File: config.mk
export PLATFORM = sky130hd
export DESIGN_NAME = serial_sub
export DESIGN_NICKNAME = d
export VERILOG_FILES = /design/src/rtl/serial_sub_pkg.sv /design/src/rtl/serial_sub_fa.sv /design/src/rtl/serial_sub.sv
export SDC_FILE = /design/constraint.sdc
export NUM_CORES = 1
export LEC_CHECK = 0
export ABC_AREA = 1
export CORE_MARGIN = 2
export CORE_UTILIZATION = 45
export DETAILED_ROUTE_END_ITERATION = 8
export GPL_ROUTABILITY_DRIVEN = 0
export MAX_ROUTING_LAYER = met4
export PLACE_DENSITY = 0.76
export SLEW_MARGIN = 20
export SYNTH_ARGS = -nofsm -noshare
export SYNTH_HDL_FRONTEND = slang
export SYNTH_HIERARCHICAL = 1
export SYNTH_SLANG_ARGS = --single-unit
File: constraint.sdc
create_clock -name clk -period 2.05 [get_ports clk]
set_input_delay 0.205 -clock clk [delete_from_list [all_inputs] [get_ports clk]]
set_output_delay 0.205 -clock clk [all_outputs]
set_load 0.02 [all_outputs]
File: src/rtl/serial_sub_pkg.sv
// Shared definitions for the bit-serial subtractor: FSM encoding and default width.
package serial_sub_pkg;

    localparam int DEFAULT_W = 4;

    typedef enum logic [1:0] {
        IDLE = 2'd0,
        RUN  = 2'd1,
        DONE = 2'd2
    } state_t;

endpackage

File: src/rtl/serial_sub_fa.sv
// Single-bit full-adder cell; the serial subtractor reuses it once per clock.
module fa (
    input  logic a,
    input  logic b,
    input  logic ci,
    output logic co,
    output logic s
);

    assign s  = a ^ b ^ ci;
    assign co = (a & b) | (ci & (a ^ b));

endmodule

File: src/rtl/serial_sub.sv
// Bit-serial W-bit subtractor (a - b as a + ~b + 1), LSB first, one bit per clock.
module serial_sub
    import serial_sub_pkg::*;
#(
    parameter int W = DEFAULT_W
) (
    input  logic         clk,
    input  logic         reset,
    input  logic         start,
    input  logic [W-1:0] a,
    input  logic [W-1:0] b,
    output logic         busy,
    output logic         done,
    output logic [W-1:0] d,
    output logic         bo,
    output logic         v
);

    localparam int CW = $clog2(W) + 1;

    state_t         state_reg;
    state_t         state_next;
    logic [W-1:0]   a_sr_reg;
    logic [W-1:0]   b_sr_reg;
    logic [W-1:0]   res_sr_reg;
    logic [W-1:0]   res_shift;
    logic           carry_reg;
    logic           c_msb_in_reg;
    logic [CW-1:0]  cnt_reg;
    logic [W-1:0]   d_reg;
    logic           bo_reg;
    logic           v_reg;
    logic           fa_s;
    logic           fa_co;
    logic           last_bit;

    fa u_fa (
        .a  (a_sr_reg[0]),
        .b  (b_sr_reg[0]),
        .ci (carry_reg),
        .co (fa_co),
        .s  (fa_s)
    );

    // The newest sum bit enters at the MSB so that after W shifts bit 0 is the LSB.
    assign res_shift = {fa_s, res_sr_reg[W-1:1]};
    assign last_bit  = (cnt_reg == CW'(W - 1));

    always_comb begin
        state_next = state_reg;
        case (state_reg)
            IDLE:    if (start) state_next = RUN;
            RUN:     if (last_bit) state_next = DONE;
            DONE:    state_next = IDLE;
            default: state_next = IDLE;
        endcase
    end

    always_ff @(posedge clk) begin
        if (reset) begin
            state_reg    <= IDLE;
            a_sr_reg     <= '0;
            b_sr_reg     <= '0;
            res_sr_reg   <= '0;
            carry_reg    <= 1'b0;
            c_msb_in_reg <= 1'b0;
            cnt_reg      <= '0;
            d_reg        <= '0;
            bo_reg       <= 1'b0;
            v_reg        <= 1'b0;
        end else begin
            state_reg <= state_next;
            case (state_reg)
                IDLE: begin
                    if (start) begin
                        a_sr_reg  <= a;
                        b_sr_reg  <= ~b;
                        carry_reg <= 1'b1;
                        cnt_reg   <= '0;
                    end
                end
                RUN: begin
                    res_sr_reg <= res_shift;
                    a_sr_reg   <= a_sr_reg >> 1;
                    b_sr_reg   <= b_sr_reg >> 1;
                    carry_reg  <= fa_co;
                    cnt_reg    <= cnt_reg + CW'(1);
                    // Carry into the MSB is needed for the signed overflow test.
                    if (cnt_reg == CW'(W - 2)) c_msb_in_reg <= fa_co;
                    if (last_bit) begin
                        d_reg  <= res_shift;
                        bo_reg <= ~fa_co;
                        v_reg  <= c_msb_in_reg ^ fa_co;
                    end
                end
                default: ;
            endcase
        end
    end

    assign busy = (state_reg == RUN) || (state_reg == DONE);
    assign done = (state_reg == DONE);
    assign d    = d_reg;
    assign bo   = bo_reg;
    assign v    = v_reg;

endmodule

==> run summary <==
The via count normalized by instance count came out at a little under 5. In the final layout, the share of cells above drive strength 1 is around 5.1%. Gates resized during post-CTS repair numbered 0. The utilization after layout is between 50% and 60%. Counting I/O delays and the setup requirement, the final critical path takes between 1.5 and 2 ns. From bottom edge to top edge, the die measures about 55 um. VDD sags by at most approximately 500 uV.

In the final routed layout, each cell accounts on average for approximately 10 um. The remaining antenna violation count came out at 0. The mapped netlist covers approximately 1100 sq um. Synthesis handed over a netlist of ~160 instances. The number of nets in the synthesized netlist is between 150 and 200.

Data arrives at the worst endpoint at 1.61 ns. The area growth from synthesis to final layout came out at 18.5%. In this run, the number of DRC markers left after iteration 0 of detailed routing was 22. CTS saw 24 sinks. In this run the static leakage power is 0.616 nW. The repair_antennas step left the layout with diodes totalling 0. The final count of pins violating max slew came out at 0. The tool flagged a number of max-cap violations equal to 0. The root buffer cell chosen for the clock tree is sky130_fd_sc_hd__clkbuf_4. In this run the number of H-tree levels came out at 1. The finished layout holds between 200 and 250 standard cells, fillers aside.

The run finished with clean final reports. The worst setup path is launched from a flop. The sequential cells in the finished layout cover a total of 480 sq um. The count of final hold-check violations came out at 0. In the global route stage, overall resource usage came out at 18.1%. Adding up every negative setup slack in the final design gives 0 ns. In this run the worst hold path is classified as flop to flop. The post-CTS setup buffer count is 0. The maximum number of buffers from clock root to sink came out at 2.

STA puts the critical path data required time at ~1.9 ns. The highest metal layer carrying signal wires in the routed design is met4. Before CTS, the worst setup slack after placement is ~0.52 ns. The sum of routed wire segments on met1 came out at roughly 960 um. The clock transition time at the flip-flop clock pins of the worst setup and hold paths is 0.12 ns. The final net count is between 150 and 200.

The aggregate global routing overflow is 0. The multi-input combinational cells in the finished layout cover a total of 569 sq um. The largest fanout on the critical path came out at 3. The worst-case headroom to the max-slew limit came out at ~62%. The Yosys step of the flow raised 6 warnings.

The top cell types in the final layout, fill and taps aside, are sky130_fd_sc_hd__nor2_1, sky130_fd_sc_hd__nand2_1, sky130_fd_sc_hd__dfxtp_1, sky130_fd_sc_hd__clkdlybuf4s50_1, sky130_fd_sc_hd__inv_1. The number of antenna violations at the first check in global routing is 0. The area of the die came out at between 2000 and 3000 sq um. Leaving out fill and tap cells, the most frequent cell in the layout is sky130_fd_sc_hd__nor2_1. The via count of the first global-routing pass was approximately 940. After detailed routing, the number of remaining DRC violations is 0. The number of fill cells came out at 240.

After detailed routing, the total wire length is between 2000 and 2500 um. The power per standard cell area is 743 nW/um^2. TritonCTS built the clock tree. The final hold slack came out at between 0.4 and 0.5 ns. After detailed routing, the met3 layer carries roughly 76 um of wire. The TritonCTS buffer count came out at 3. The total number of vias came out at approximately 1,000. The number of buffers added to fix hold violations after cts is 0.

During placement, the flow inserted port buffers numbering 18. Detailed placement ended at an HPWL of approximately 1600 um. The count of endpoints failing setup in the final report came out at 0. The initial core utilization is a little under half. The row count came out at 18.

The maximum clock skew at final layout is just over 0.0003 ns. The area of the placeable core is 2450 sq um. The largest net degree at the start of global routing is 22.

Detailed routing placed a total of ~1100 um of wire on met2. The worst setup path category is flop to primary output. The I/O pin count is 19. The fmax is 0.552 GHz. The slack of the critical path came out at between 0.2 and 0.25 ns. The number of detailed-route iterations in the first pass is 4. The floorplan die width is about 55 um.

The number of unique standard cell types used by synthesis came out at 20. The total instance count after detailed placement came out at 202. For the pin with the worst max-slew slack, the measured transition is roughly 0.56 ns. The sequential area share after synthesis came out at a little over two fifths. The global-route wire length before repair is ~3800 um. The critical path endpoint category is a primary output. The clock insertion delay at the later pin of the skew report came out at 0.31 ns. The mean cell area of the mapped netlist came out at 7.22 sq um. The final critical path takes up 88.4% of the cycle.

The flip-flop and latch count after synthesis came out at 24. Setup repair after global routing left no endpoint under its margin.
==> logic make-up after synthesis <==
kind of cell	count (synthesis)	share of synthesized area [%]
AOI/OAI and AO/OA	21	9.37
xor gates and xnor gates	1	0.763
adders and majority gates	7	8.28
buffers and inverters	23	8.60
DFF	24	41.8
and+or+nand+nor	83	31.2
==> area by class of cell <==
class | count | share of cell area [%]
sequential | 24 | 35.3
clock buffer | 3 | 1.65
multi-input combinational | 112 | 41.8
tap | 30 | 2.76
timing repair buffer | 19 | 13.8
inverter | 17 | 4.69
==> final timing paths <==
check | start | slack (ns) | cells past startpoint | endpoint
worst min register to register | c_msb_in_reg | 0.49 | 2 | c_msb_in_reg
worst max-delay path | state_reg[0] | 0.24 | 3 | busy
worst max register to register | state_reg[0] | 0.51 | 8 | a_sr_reg[1]
worst min-delay path | c_msb_in_reg | 0.49 | 2 | c_msb_in_reg
==> per-layer routing <==
| layer | GRT usage, % | vias to the layer above |
|---|---|---|
| met4 | 10.4 | 0 |
| met1 | 21.5 | 462 |
| met5 | - | - |
| li1 | - | 530 |
| met2 | 29.3 | 20 |
| met3 | 2.46 | 7 |
==> stage by stage <==
stage / instance area [sq um] / total power, W
floorplan: 1150 / 0.000757
global placement: 1340 / 0.000812
detailed placement: 1340 / 0.000821
CTS: 1360 / 0.00102
global route: 1360 / 0.00109
finish: 1360 / 0.00101
==> worst max-delay path, cell delays in order, from the launching register on <==
cell,delay (ns)
sky130_fd_sc_hd__dfxtp_1,0.36
sky130_fd_sc_hd__inv_1,0.07
sky130_fd_sc_hd__ha_1,0.28
sky130_fd_sc_hd__clkdlybuf4s50_1,0.59
==> where the power goes <==
group	internal [W]	switching (W)
clock	0.0000688	0.000133
combinational	0.000110	0.000162
sequential	0.000513	0.0000250
total	0.000692	0.000320
==> Yosys cell counts <==
cell type                  number  area (sq um)
sky130_fd_sc_hd__xnor2_1        1          8.76
sky130_fd_sc_hd__o21ai_1       12          60.1
sky130_fd_sc_hd__nand2_4        1          11.3
sky130_fd_sc_hd__clkbuf_2       1          5.00
sky130_fd_sc_hd__a22oi_1        1          7.51
sky130_fd_sc_hd__buf_4          2          15.0
sky130_fd_sc_hd__nand2_1       30           113
sky130_fd_sc_hd__nand3b_1       6          45.0
sky130_fd_sc_hd__o21ai_0        1          5.00
sky130_fd_sc_hd__ha_1           6          75.1
sky130_fd_sc_hd__inv_2          3          11.3
sky130_fd_sc_hd__fa_1           1          20.0
sky130_fd_sc_hd__inv_1         14          52.6
sky130_fd_sc_hd__dfxtp_1       24           480
sky130_fd_sc_hd__nor2_1        35           131
sky130_fd_sc_hd__nand2_2        1          6.26
sky130_fd_sc_hd__a21oi_1        7          35.0
sky130_fd_sc_hd__buf_2          3          15.0
sky130_fd_sc_hd__nand3_1        9          45.0
sky130_fd_sc_hd__nand4_1        1          6.26
Note: power is estimated with default switching activity, not from simulation.
